--- src/rtl/stream_demux_2_pkg.sv ---
// Shared constants for the 1-to-2 stream demultiplexer and its per-port skid FIFOs.
package stream_demux_2_pkg;

    localparam int DEMUX_DEPTH = 2;
    localparam int NUM_PORTS   = 2;
    localparam int PTR_W       = 1;
    localparam int CNT_W       = 2;

    localparam logic SEL_P0 = 1'b0;
    localparam logic SEL_P1 = 1'b1;

    function automatic logic port_sel_code(input int port);
        return (port == 0) ? SEL_P0 : SEL_P1;
    endfunction

endpackage

--- src/rtl/stream_demux_2_skid_fifo.sv ---
// 2-entry skid FIFO: registered head, no push-to-output bypass, sync flush.
module stream_skid_fifo
    import stream_demux_2_pkg::*;
#(
    parameter int DW = 32
) (
    input  logic          I_CLK,
    input  logic          I_RSTN,
    input  logic          I_FLUSH,
    input  logic          I_PUSH,
    input  logic [DW-1:0] I_DATA,
    output logic          O_VALID,
    input  logic          I_READY,
    output logic [DW-1:0] O_DATA,
    output logic          O_FULL
);

    logic [DEMUX_DEPTH-1:0][DW-1:0] mem;
    logic [PTR_W-1:0]               wr_ptr;
    logic [PTR_W-1:0]               rd_ptr;
    logic [CNT_W-1:0]               count;
    logic                           push;
    logic                           pop;

    assign O_VALID = (count != '0);
    assign O_FULL  = (count == CNT_W'(DEMUX_DEPTH));
    assign O_DATA  = mem[rd_ptr];
    // A pop while full frees a slot only after the edge, so push never sees it.
    assign push    = I_PUSH & ~O_FULL;
    assign pop     = O_VALID & I_READY;

    always_ff @(posedge I_CLK or negedge I_RSTN) begin
        if (!I_RSTN) begin
            mem    <= '0;
            wr_ptr <= '0;
            rd_ptr <= '0;
            count  <= '0;
        end else if (I_FLUSH) begin
            wr_ptr <= '0;
            rd_ptr <= '0;
            count  <= '0;
        end else begin
            if (push) begin
                mem[wr_ptr] <= I_DATA;
                wr_ptr      <= wr_ptr + PTR_W'(1);
            end
            if (pop)
                rd_ptr <= rd_ptr + PTR_W'(1);
            case ({push, pop})
                2'b10:   count <= count + CNT_W'(1);
                2'b01:   count <= count - CNT_W'(1);
                default: count <= count;
            endcase
        end
    end

endmodule

--- src/rtl/stream_demux_2.sv ---
// 1-to-2 stream demux: steers each accepted word into one of two independent skid FIFOs.
module stream_demux_2
    import stream_demux_2_pkg::*;
#(
    parameter int DW = 32
) (
    input  logic          I_CLK,
    input  logic          I_RSTN,
    input  logic          I_FLUSH,
    input  logic          I_VALID,
    input  logic          I_SEL,
    input  logic [DW-1:0] I_DATA,
    output logic          O_READY,
    output logic          O_VALID_0,
    output logic [DW-1:0] O_DATA_0,
    input  logic          I_READY_0,
    output logic          O_VALID_1,
    output logic [DW-1:0] O_DATA_1,
    input  logic          I_READY_1
);

    logic [NUM_PORTS-1:0]         full;
    logic [NUM_PORTS-1:0]         push;
    logic [NUM_PORTS-1:0]         vld;
    logic [NUM_PORTS-1:0]         rdy;
    logic [NUM_PORTS-1:0][DW-1:0] dout;

    // Ready depends only on registered fullness, never on the consumers' ready.
    assign O_READY = ~full[I_SEL] & ~I_FLUSH;

    assign rdy       = {I_READY_1, I_READY_0};
    assign O_VALID_0 = vld[0];
    assign O_VALID_1 = vld[1];
    assign O_DATA_0  = dout[0];
    assign O_DATA_1  = dout[1];

    for (genvar p = 0; p < NUM_PORTS; p++) begin : g_port
        assign push[p] = I_VALID & O_READY & (I_SEL == port_sel_code(p));

        stream_skid_fifo #(.DW(DW)) u_fifo (
            .I_CLK   (I_CLK),
            .I_RSTN  (I_RSTN),
            .I_FLUSH (I_FLUSH),
            .I_PUSH  (push[p]),
            .I_DATA  (I_DATA),
            .O_VALID (vld[p]),
            .I_READY (rdy[p]),
            .O_DATA  (dout[p]),
            .O_FULL  (full[p])
        );
    end

endmodule

--- config.mk ---
export PLATFORM = sky130hd
export DESIGN_NAME = stream_demux_2
export DESIGN_NICKNAME = d
export VERILOG_FILES = /design/src/rtl/stream_demux_2_pkg.sv /design/src/rtl/stream_demux_2_skid_fifo.sv /design/src/rtl/stream_demux_2.sv
export SDC_FILE = /design/constraint.sdc
export NUM_CORES = 1
export LEC_CHECK = 0
export BUFFER_PORTS_ARGS = -buffer_cell sky130_fd_sc_hd__buf_2
export CAP_MARGIN = 10
export CORE_ASPECT_RATIO = 1.4
export CORE_MARGIN = 8
export CORE_UTILIZATION = 51
export DETAILED_ROUTE_END_ITERATION = 16
export PLACE_DENSITY = 0.79
export SYNTH_ARGS = -nofsm -noshare
export SYNTH_HDL_FRONTEND = slang
export SYNTH_SLANG_ARGS = --single-unit
--- constraint.sdc ---
create_clock -name I_CLK -period 1.6 [get_ports I_CLK]
set_input_delay 0 -clock I_CLK [delete_from_list [all_inputs] [get_ports I_CLK]]
set_output_delay 0 -clock I_CLK [all_outputs]
set_load 0.005 [all_outputs]
======== After elaboration in Yosys (flattened, before gate mapping) ========
Cells that the tools add are included.
cells by class
  add/subtract/negate cells ............... 8
  order comparisons ....................... 7
  equal/unequal tests ..................... 6
  mux-type cells .......................... 24
  bitwise operators ....................... 13
  reductions and logical operators ........ 12
operator list
  cell                   number
  $mux W32               6
  $bwmux W64             2
  $demux W32 S1          2
  $reduce_bool A2 Y1     6
  $lt A1 B2 Y1 const B   5
  $mux W1                10
  $and A1 B1 Y1          8
  $eq A2 B2 Y1 const B   4
  $pmux W2 S2            2
  $reduce_bool A3 Y1     2
  $not A1 Y1             5
  $add A1 B1 Y1 const B  4
  $add A2 B1 Y2 const B  2
  $eq A2 B1 Y1 const B   2
  $mux W2                2
  $reduce_and A2 Y1      2
  $sub A2 B1 Y2 const B  2
  $ge A1 B1 Y1 const B   2
  $logic_and A1 B1 Y1    2
storage, ports and cells
  register bits ........................... 136
  bits of input ports ..................... 39
  output and inout port bits .............. 67
  logic and storage cells ................. 80

======== Depth between registers and ports, before layout ========
Gate-level depths: netlist (run 1).
  depth after elaboration ................. 11
  depth in mapped cells ................... 5
  gate-level depth less buffers ........... 3

======== Hierarchy ========
A second synthesis (run 1) with hierarchy kept.
unflattened totals
  cell total of the unflattened synthesis .. 395
  area total of the unflattened synthesis .. 6233.5 um^2
by module, submodules not included
  module            instances  cells an instance  area each (um^2)  seq. area each (um^2)
  stream_skid_fifo  2          195                3094.2            1701.6
  stream_demux_2    1          5                  45.0              0.0

======== Least setup slack after synthesis (run 1) ========
No wires, ideal clock.
  path kind ............................... flip-flop to flip-flop
  from .................................... register g_port[1].u_fifo.count[1]
  to ...................................... register g_port[1].u_fifo.mem[10] in the netlist's numbering
  library setup time ...................... 0.125 ns
  arrival time ............................ 1.627 ns
  path slack .............................. -0.152 ns
  stages on the path, launching flop included .. 6
  period minus slack after synthesis ...... 1.752 ns
  cells stage by stage .................... dfrtp_1 > nor2b_1 > clkbuf_1 > nor4b_4 > buf_2 > mux2_2
on the way
  cells in the longest elaborated chain, start to end .. 9
  elaborated cells between the ends (all ways) .. 10
  those cells by class .................... eq/ne (1); mux (2); bitwise (6); reduce/logical (1)
ends and longest elaborated chain
  item                                        line                            RTL
  start, declared                             stream_demux_2_skid_fifo.sv:21  logic [CNT_W-1:0] count;
  start signal, assigned                      stream_demux_2_skid_fifo.sv:50  2'b10: count <= count + CNT_W'(1);
  start signal, assigned                      stream_demux_2_skid_fifo.sv:51  2'b01: count <= count - CNT_W'(1);
  start signal, assigned                      stream_demux_2_skid_fifo.sv:52  default: count <= count;
  $eq A2 B2 Y1 (*)                            stream_demux_2_skid_fifo.sv:26  assign O_FULL = (count == CNT_W'(DEMUX_DEPTH));
  $mux W1 (not written as such) (2 in a row)  stream_demux_2.sv:29            assign O_READY = ~full[I_SEL] & ~I_FLUSH;
  $not A1 Y1                                  stream_demux_2.sv:29
  $and A1 B1 Y1                               stream_demux_2.sv:29
  $and A1 B1 Y1 (2 in a row)                  stream_demux_2.sv:38            assign push[p] = I_VALID & O_READY & (I_SEL == port_sel_code(p));
  $and A1 B1 Y1 (*)                           stream_demux_2_skid_fifo.sv:29  assign push = I_PUSH & ~O_FULL;
  $reduce_and A2 Y1 (no source line) (*)      n/a
  end signal, assigned                        stream_demux_2_skid_fifo.sv:34  mem <= '0;
  end signal, assigned by index               stream_demux_2_skid_fifo.sv:44  mem[wr_ptr] <= I_DATA;
  end, declared                               stream_demux_2_skid_fifo.sv:18  logic [DEMUX_DEPTH-1:0][DW-1:0] mem;
Every way passes the cells marked *; elsewhere a longest branch is shown, timed or not. The select of a mux whose other input is x is not followed.
A chain may end at the register's enable or synchronous reset.

======== Worst setup path in the final report (run 1) ========
  from .................................... register g_port[0].u_fifo.count[1]
  to ...................................... register g_port[0].u_fifo.mem[9] in the netlist's numbering
on the way
  cells in the longest elaborated chain, start to end .. 9
  elaborated cells between the ends (all ways) .. 10
  those cells by class .................... eq/ne (1); mux (2); bitwise (6); reduce/logical (1)
ends and longest elaborated chain
  item                                        line
  start, declared                             stream_demux_2_skid_fifo.sv:21
  start signal, assigned                      stream_demux_2_skid_fifo.sv:50
  start signal, assigned                      stream_demux_2_skid_fifo.sv:51
  start signal, assigned                      stream_demux_2_skid_fifo.sv:52
  $eq A2 B2 Y1 (*)                            stream_demux_2_skid_fifo.sv:26
  $mux W1 (not written as such) (2 in a row)  stream_demux_2.sv:29
  $not A1 Y1                                  stream_demux_2.sv:29
  $and A1 B1 Y1                               stream_demux_2.sv:29
  $and A1 B1 Y1 (2 in a row)                  stream_demux_2.sv:38
  $and A1 B1 Y1 (*)                           stream_demux_2_skid_fifo.sv:29
  $reduce_and A2 Y1 (no source line) (*)      n/a
  end signal, assigned                        stream_demux_2_skid_fifo.sv:34
  end signal, assigned by index               stream_demux_2_skid_fifo.sv:44
  end, declared                               stream_demux_2_skid_fifo.sv:18
Marks and branches as above.

==> impl_summary.log, run 1 <==
[metrics] largest family of logic cells by synthesized area: multiplexers
[metrics] most frequent standard cell in the layout excluding fill and tap cells: sky130_fd_sc_hd__dfrtp_1
[metrics] crit-path max FO: 16
[metrics] commonest cells after routing, fill and taps aside: sky130_fd_sc_hd__dfrtp_1, sky130_fd_sc_hd__buf_2, sky130_fd_sc_hd__mux2_2, sky130_fd_sc_hd__mux2_4, sky130_fd_sc_hd__dlygate4sd3_1
[metrics] wire length of the first global-routing pass: 24200 um
[metrics] EDFF count, synth: 0
[metrics] violated checks: setup timing
[metrics] async set-or-reset flop fraction in the synthesized netlist: 100%
[metrics] Critical Path Source: g_port[0].u_fifo.count[1]$_DFFE_PN0P_
[metrics] capture point of the critical path: g_port[0].u_fifo.mem[9]$_DFFE_PN0P_
[metrics] post-synthesis instance area: 6140 um2
[metrics] sort of element at the end of the critical path: flop
[metrics] final number of hold-violating endpoints: 0
[metrics] drt via density: 5.42
[metrics] I/O pins: 106
[metrics] CTS HTree Levels: 4
[metrics] finished layout cell area: 8540 um2
[metrics] relative slew slack: 70.8%
[metrics] Max Slew Vio Count: 0
[metrics] area used by multi-input combinational logic: 2850 um2
[metrics] Port Buffers: 105
[metrics] area of the die: 15900 um2
[metrics] worst min path class: in2async
[metrics] maximum buffer depth of the clock tree: 2
[metrics] last weighted congestion value of the routability-driven placer: 0.730
[metrics] antenna violations before repair: 0
[metrics] final setup violation count: 45
[metrics] largest net degree at the start of global routing: 61
[metrics] ANT nets after route: 0
[metrics] sequential fraction of the synthesis area: 55.4%
[metrics] fraction of layout instances using a drive strength above 1: 64.3%
[metrics] overall global routing resource usage: 19.8%
[metrics] filler instances: 744
[metrics] synth warn: 0
[metrics] final critical delay including setup and external delays: 1.68 ns
[metrics] pin slew with the least headroom to its limit: 0.438 ns
[metrics] clock slew at the register clock pins of the worst setup and hold paths: 0.06 ns
[metrics] instance area after placement: 7020 um2
[metrics] Yosys reg bits: 136
[metrics] Mean Syn Cell Area: 15.5 um2
[metrics] Inserted Clock Buffers: 17
[metrics] arrival time at the worst endpoint: 1.97 ns
[metrics] drt total wl: 15800 um
[metrics] number of standard cells after synthesis: 397
[metrics] placed wire-length estimate after detailed placement: 9090 um
[metrics] Starting Density: 52.0%
[metrics] sum of overflow across all layers after global routing: 0
[metrics] wire length per cell: 21.6 um
[metrics] cell chosen for the clock root: sky130_fd_sc_hd__clkbuf_16
[metrics] xor/xnor share of the synthesized area: 0.285%
[metrics] std cell rows: 47
[metrics] Iter 0 DRT Violations: 113
[metrics] achievable clock frequency: 595 MHz
[metrics] Tcrit/Tclk final: 105%
[metrics] source-to-sink clock delay at the later pin of the worst-skew pair: 0.41 ns
[metrics] worst setup skew after layout: 0.00841 ns
[metrics] prevailing post-synth register cell: sky130_fd_sc_hd__dfrtp_1
[metrics] clk sinks: 136
[metrics] post-route core utilization: 72.3%
[metrics] unrepaired setup endpoints after global routing: true
[metrics] core area: 11800 um2
[metrics] DR vias: 3965
[metrics] count of different cell masters after synthesis: 30
[metrics] antenna cells: 0
[metrics] basic-gate share of the synthesized area counting and, or, nand and nor cells: 2.79%
[metrics] setup ws final: -0.0795 ns
[metrics] Crit Reg-Reg Startpoint: g_port[0].u_fifo.count[1]$_DFFE_PN0P_
[metrics] P_leak: 4.06 nW
[metrics] pre-CTS WS: -0.145 ns
[metrics] first-pass detailed-route iteration total: 4
[metrics] required arrival time at the worst endpoint: 1.89 ns
[metrics] Layout Area Growth over Synthesis: 39.1%
[metrics] number of nets at the end of the flow: 611
[metrics] synthesized-area fraction occupied by ao, oa, aoi and oai cells: 1.69%
[metrics] max-cap violations: 0
[metrics] pwr/cell area: 1360 nW/um2
[metrics] total power of the final layout: 0.0117 W
[metrics] Crit Path Category: reg2reg
[metrics] R2R cell count: 4
[metrics] destination of the worst register-to-register timing path: g_port[0].u_fifo.mem[9]$_DFFE_PN0P_
[metrics] Peak supply drop: 0.000986 V
[metrics] share of cell area taken by muxes after synthesis: 37.0%
[metrics] syn nets: 436
[metrics] post-synthesis adder-cell area fraction: 0%
[metrics] area occupied by registers: 3400 um2
[metrics] count of unresolved DRC violations after routing: 0
[metrics] via count of the first global-routing pass: 4590
[metrics] Die Height: 146 um
[metrics] die width: 109 um
[metrics] TritonCTS clock tree: built
[metrics] status: complete, but fails checks
[metrics] flop-to-flop setup slack: -0.08 ns
[metrics] nature of the critical path startpoint: flop
-- critical path: stages, from the launching register on --
cell	delay (ns)
sky130_fd_sc_hd__dfrtp_1	0.37
sky130_fd_sc_hd__nor2b_4	0.15
sky130_fd_sc_hd__or4_4	0.53
sky130_fd_sc_hd__buf_12	0.19
sky130_fd_sc_hd__mux2_4	0.31
-- layer usage --
layer | part of all wire (%) | vias up | GRT usage (%) | wire (um)
li1 | - | 1783 | - | -
met1 | 41 | 2059 | 22.7 | 6470
met2 | 53 | 98 | 34.2 | 8420
met3 | 4.1 | 25 | 4.96 | 654
met4 | 1.9 | 0 | 7.49 | 297
met5 | 0 | - | 0 | 0
-- how the worst min path moves through the flow --
stage | cells past startpoint | from | endpoint
final | 2 | I_RSTN | g_port[0].u_fifo.count[1]$_DFFE_PN0P_
after global routing | 2 | I_RSTN | g_port[1].u_fifo.mem[33]$_DFFE_PN0P_
after CTS | 2 | I_RSTN | g_port[1].u_fifo.mem[33]$_DFFE_PN0P_
after detailed placement | 1 | I_RSTN | g_port[0].u_fifo.count[1]$_DFFE_PN0P_
after global placement | 1 | I_RSTN | g_port[0].u_fifo.count[0]$_DFFE_PN0P_
after floorplan | 0 | I_RSTN | g_port[0].u_fifo.count[0]$_DFFE_PN0P_
-- report_power, final --
group	switching [W]	internal (W)	leakage, nW	total (W)
clock network	0.00152	0.00293	0.320	0.00445
logic	0.000879	0.00166	2.07	0.00254
registers	0.000443	0.00423	1.68	0.00467
-- metrics by stage --
stage                     TNS, ns  cells  hold WS [ns]
after CTS                   -3.54    728        0.0715
after global routing        -4.69    732        0.0919
after global placement      -3.71    649       -0.0354
after detailed placement    -6.60    649       -0.0280
after floorplan             -7.52    397        -0.296
final                       -2.19    732        0.0689
-- flip-flops by register name (all words and copies together) (netlist names) --
signal                flops
g_port.u_fifo.mem       128
g_port.u_fifo.wr_ptr      2
g_port.u_fifo.rd_ptr      2
g_port.u_fifo.count       4
-- cell type report --
type | count | area share, %
clock inverter | 15 | 2.90
clock buffer | 17 | 4.98
inverter | 3 | 0.132
multi-input combinational | 234 | 33.3
sequential | 136 | 39.8
timing repair buffer | 180 | 16.6
tap | 147 | 2.15
-- cells in the mapped netlist (all sizes together) (3+ instances only) --
master	number	area (um2)
a31oi	3	18.8
nand2	4	15.0
dfrtp	136	3400
o21ai	4	20.0
nor2b	4	27.5
buf	14	121
nor2	3	11.3
mux2	192	2270
inv	3	11.3
clkbuf	10	37.5
-- cell families (layout without fill, tap and decap cells) --
family / Yosys count / in the layout
xor+xnor: 2 / 2
flops: 136 / 136
simple gates: 24 / 24
buf+inv: 27 / 215
compound gates: 16 / 16
mux: 192 / 192
-- repair_timing --
action | in CTS | in global routing
hold buffers | 37 | 0
pin swaps | 1 | 3
hold endpoints to repair | 272 | 0
setup buffers | 8 | 3
setup endpoints to repair | 123 | 138
gates cloned | 3 | 5
resized for setup | 34 | 51
Note: power is estimated with default switching activity, not from simulation.
==> run 2, diff against run 1 <==
--- a/config.mk
+++ b/config.mk
@@ -5,6 +5,7 @@
 export SDC_FILE = /design/constraint.sdc
 export NUM_CORES = 1
 export LEC_CHECK = 0
+export ABC_AREA = 1
 export BUFFER_PORTS_ARGS = -buffer_cell sky130_fd_sc_hd__buf_2
 export CAP_MARGIN = 10
 export CORE_ASPECT_RATIO = 1.4
==> run 2 against run 1 <==
Compared with the run above:
- the flow now finishes without violations
- clock power shrank 12%
- non-clock buffer count shrank 19
- sequential cell count is the same
- critical endpoint is now g_port[0].u_fifo.mem[19]$_DFFE_PN0P_
==> impl_summary.log, run 2 <==
[metrics] area used by multi-input combinational logic: 2220 um2 (-22%)
[metrics] antenna violations before repair: 0 (unchanged)
[metrics] most frequently used cell type in the post-synthesis netlist: sky130_fd_sc_hd__nand2_1
[metrics] cell chosen for the clock root: sky130_fd_sc_hd__clkbuf_16
[metrics] TritonCTS clock tree: built
[metrics] Starting Density: 51.8% (-0.11 points)
[metrics] instance area after placement: 6850 um2 (-2.4%)
[metrics] Layout Area Growth over Synthesis: 29.0%
[metrics] flip-flop count of the largest register after layout: 128 (unchanged)
[metrics] final number of hold-violating endpoints: 0 (unchanged)
[metrics] destination of the worst register-to-register timing path: g_port[0].u_fifo.mem[19]$_DFFE_PN0P_
[metrics] achievable clock frequency: 666 MHz (+12%)
[metrics] final standard cell count with taps included and fillers excluded: 1019 (+39%)
[metrics] arrival time at the worst endpoint: 1.81 ns (-0.16 ns)
[metrics] P_leak: 4.01 nW (-1.4%)
[metrics] top cells by area, synth: sky130_fd_sc_hd__dfrtp_1, sky130_fd_sc_hd__nand2_1, sky130_fd_sc_hd__o21ai_0
[metrics] sort of element at the end of the critical path: flop
[metrics] via count of the first global-routing pass: 5268 (+15%)
[metrics] part of the total power dissipated in sequential elements: 41.7% (+1.6 points)
[metrics] Crit Reg-Reg Startpoint: g_port[1].u_fifo.count[1]$_DFFE_PN0P_
[metrics] Mean Syn Cell Area: 8.47 um2 (-45%)
[metrics] Iter 0 DRT Violations: 229 (+100%)
[metrics] Yosys reg bits: 136 (unchanged)
[metrics] number of placed cells counting well taps: 949 (+46%)
[metrics] pwr/cell area: 1660 nW/um2 (+21%)
[metrics] number of nets at the end of the flow: 899 (+47%)
[metrics] share of total power in combinational logic: 28.2% (+6.4 points)
[metrics] unrepaired setup endpoints after global routing: false
[metrics] Max Slew Vio Count: 0 (unchanged)
[metrics] commonest cells after routing, fill and taps aside: sky130_fd_sc_hd__nand2_1, sky130_fd_sc_hd__dfrtp_1, sky130_fd_sc_hd__buf_2
[metrics] drt via density: 5.01 (-7.5%)
[metrics] finished layout cell area: 7860 um2 (-7.9%)
[metrics] area occupied by registers: 3410 um2 (about the same)
[metrics] required arrival time at the worst endpoint: 1.90 ns (about the same)
[metrics] library cell with the largest summed area after synthesis: sky130_fd_sc_hd__dfrtp_1
[metrics] first-pass detailed-route iteration total: 4 (unchanged)
[metrics] R2R cell count: 8 (+4)
[metrics] overall global routing resource usage: 19.6% (-0.27 points)
[metrics] DR vias: 5107 (+29%)
[metrics] maximum buffer depth of the clock tree: 2 (unchanged)
[metrics] count of unresolved DRC violations after routing: 0 (unchanged)
[metrics] total internal power: 0.00893 W (+1.3%)
[metrics] wire length per cell: 14.5 um (-33%)
[metrics] register with the most flip-flops: g_port.u_fifo.mem
[metrics] async set-or-reset flop fraction in the synthesized netlist: 100% (unchanged)
[metrics] Die Height: 145 um (-0.32%)
[metrics] count of different cell masters after synthesis: 26 (-13%)
[metrics] core area: 11800 um2 (-0.50%)
[metrics] fraction of power spent switching nets: 31.4% (+7.1 points)
[metrics] setup ws final: 0.0995 ns (+0.179 ns)
[metrics] last weighted congestion value of the routability-driven placer: 0.818 (+12%)
[metrics] area of the die: 15800 um2 (-0.62%)
[metrics] worst setup skew after layout: 0.00657 ns (-0.00184 ns)
[metrics] most used standard cells in the synthesized netlist: sky130_fd_sc_hd__nand2_1, sky130_fd_sc_hd__dfrtp_1, sky130_fd_sc_hd__inv_1
[metrics] final critical delay including setup and external delays: 1.50 ns (-0.179 ns)
[metrics] capture point of the critical path: g_port[0].u_fifo.mem[19]$_DFFE_PN0P_
[metrics] max-cap violations: 0 (unchanged)
[metrics] largest registers: g_port.u_fifo.mem (128), g_port.u_fifo.count (4)
[metrics] antenna cells: 0 (unchanged)
[metrics] relative slew slack: 73.3% (+2.5 points)
[metrics] drt total wl: 14800 um (-6.9%)
[metrics] flop-to-flop setup slack: 0.1 ns (+0.18 ns)
[metrics] die width: 108 um (-0.30%)
[metrics] sequential fraction of the synthesis area: 55.8% (+0.40 points)
[metrics] std cell rows: 47 (unchanged)
[metrics] EDFF count, synth: 0 (unchanged)
[metrics] CTS HTree Levels: 4 (unchanged)
[metrics] Peak supply drop: 0.000971 V (-1.5%)
[metrics] I/O pins: 106 (unchanged)
[metrics] area share of the leading cell type in the synthesized netlist: 55.8% (+0.40 points)
[metrics] Inserted Clock Buffers: 17 (unchanged)
[metrics] number of standard cells after synthesis: 720 (+81%)
[metrics] largest net degree at the start of global routing: 55 (-9.8%)
[metrics] pin slew with the least headroom to its limit: 0.401 ns (-0.0377 ns)
[metrics] Port Buffers: 105 (unchanged)
[metrics] total power of the final layout: 0.0130 W (+12%)
[metrics] clock slew at the register clock pins of the worst setup and hold paths: 0.06 ns (about the same)
[metrics] fraction of layout instances using a drive strength above 1: 23.9% (-40 points)
[metrics] wire length of the first global-routing pass: 24700 um (+2.1%)
[metrics] pre-CTS WS: 0.0694 ns (+0.214 ns)
[metrics] Critical Path Source: g_port[1].u_fifo.count[1]$_DFFE_PN0P_
[metrics] Clk pwr share: 30.0% (-8.2 points)
[metrics] Tcrit/Tclk final: 93.8% (-11 points)
[metrics] worst min path class: in2reg
[metrics] clk sinks: 136 (unchanged)
[metrics] most frequent standard cell in the layout excluding fill and tap cells: sky130_fd_sc_hd__nand2_1
[metrics] sum of overflow across all layers after global routing: 0 (unchanged)
[metrics] crit-path max FO: 24 (+8)
[metrics] syn nets: 759 (+74%)
[metrics] placed wire-length estimate after detailed placement: 9700 um (+6.8%)
[metrics] source-to-sink clock delay at the later pin of the worst-skew pair: 0.41 ns (about the same)
[metrics] ANT nets after route: 0 (unchanged)
[metrics] synth warn: 0 (unchanged)
[metrics] power spent charging and discharging nets: 0.00409 W (+44%)
[metrics] final setup violation count: 0 (-100%)
[metrics] status: finished clean
[metrics] prevailing post-synth register cell: sky130_fd_sc_hd__dfrtp_1
[metrics] final setup TNS: 0 ns (+2.19 ns)
[metrics] filler instances: 978 (+31%)
[metrics] nature of the critical path startpoint: flop
[metrics] Crit Path Category: reg2reg
[metrics] post-synthesis instance area: 6100 um2 (-0.71%)
-- run 2: timing repair --
item                                   4_1_cts  5_1_grt
gates resized for setup                      0        5
setup endpoints to repair                    0       30
setup buffers                                0        2
endpoints found under the hold margin      269        0
hold buffers                                36        0
-- run 2: cell families (layout without fill, tap and decap cells) --
| group | after synthesis | after routing | share of synthesized area [%] |
|---|---|---|---|
| buf+inv | 116 | 268 | 8.23 |
| flops | 136 | 136 | 55.8 |
| simple gates | 297 | 297 | 20.4 |
| xor+xnor | 1 | 1 | 0.144 |
| compound gates | 170 | 170 | 15.4 |
-- run 2: worst min path at each step --
stage | start | endpoint | cells past startpoint
final | I_VALID | g_port[0].u_fifo.wr_ptr$_DFFE_PN0P_ | 4
after global routing | I_VALID | g_port[0].u_fifo.wr_ptr$_DFFE_PN0P_ | 4
after CTS | I_VALID | g_port[0].u_fifo.wr_ptr$_DFFE_PN0P_ | 4
after detailed placement | I_RSTN | g_port[1].u_fifo.mem[28]$_DFFE_PN0P_ | 1
after global placement | I_RSTN | g_port[1].u_fifo.mem[28]$_DFFE_PN0P_ | 1
after floorplan | I_RSTN | g_port[0].u_fifo.count[0]$_DFFE_PN0P_ | 0
-- run 2: cell type report --
type,count,area share (%)
clock inverter,8,1.54
tap,147,2.34
multi-input combinational,468,28.2
timing repair buffer,161,15.1
sequential,136,43.3
inverter,76,3.63
clock buffer,23,5.95
-- run 2: per-stage QoR --
| stage | hold WS [ns] | util, % |
|---|---|---|
| 2_1_floorplan | -0.296 | - |
| 3_3_place_gp | -0.0568 | 58.2 |
| 3_5_place_dp | -0.0559 | 58.2 |
| 4_1_cts | 0.0157 | 66.3 |
| 5_1_grt | 0.0313 | 66.9 |
| 6_report | 0.00889 | 66.9 |
-- run 2: critical path: stages, from the launching register on --
cell and delay [ns]:
sky130_fd_sc_hd__dfrtp_2 0.45, sky130_fd_sc_hd__nand2_4 0.10, sky130_fd_sc_hd__nand2_2 0.05, sky130_fd_sc_hd__nand2_2 0.07
sky130_fd_sc_hd__nand4_4 0.09, sky130_fd_sc_hd__or2_4 0.30, sky130_fd_sc_hd__clkbuf_16 0.22, sky130_fd_sc_hd__nand2_2 0.08
sky130_fd_sc_hd__o21ai_2 0.04
-- run 2: power groups by stage --
stage,combinational [W],clock (W),sequential (W)
after CTS,0.00371,0.00397,0.00544
after floorplan,0.00224,0,0.00531
after global placement,0.00349,0,0.00543
final,0.00368,0.00391,0.00544
after global routing,0.00423,0.00413,0.00560
after detailed placement,0.00360,0,0.00547
-- run 2: routing by layer --
metal,share of wire [%],global-route usage (%)
met1,40,22.1
met5,0,0
met4,2.2,9.00
met2,53,33.5
met3,4.7,4.65
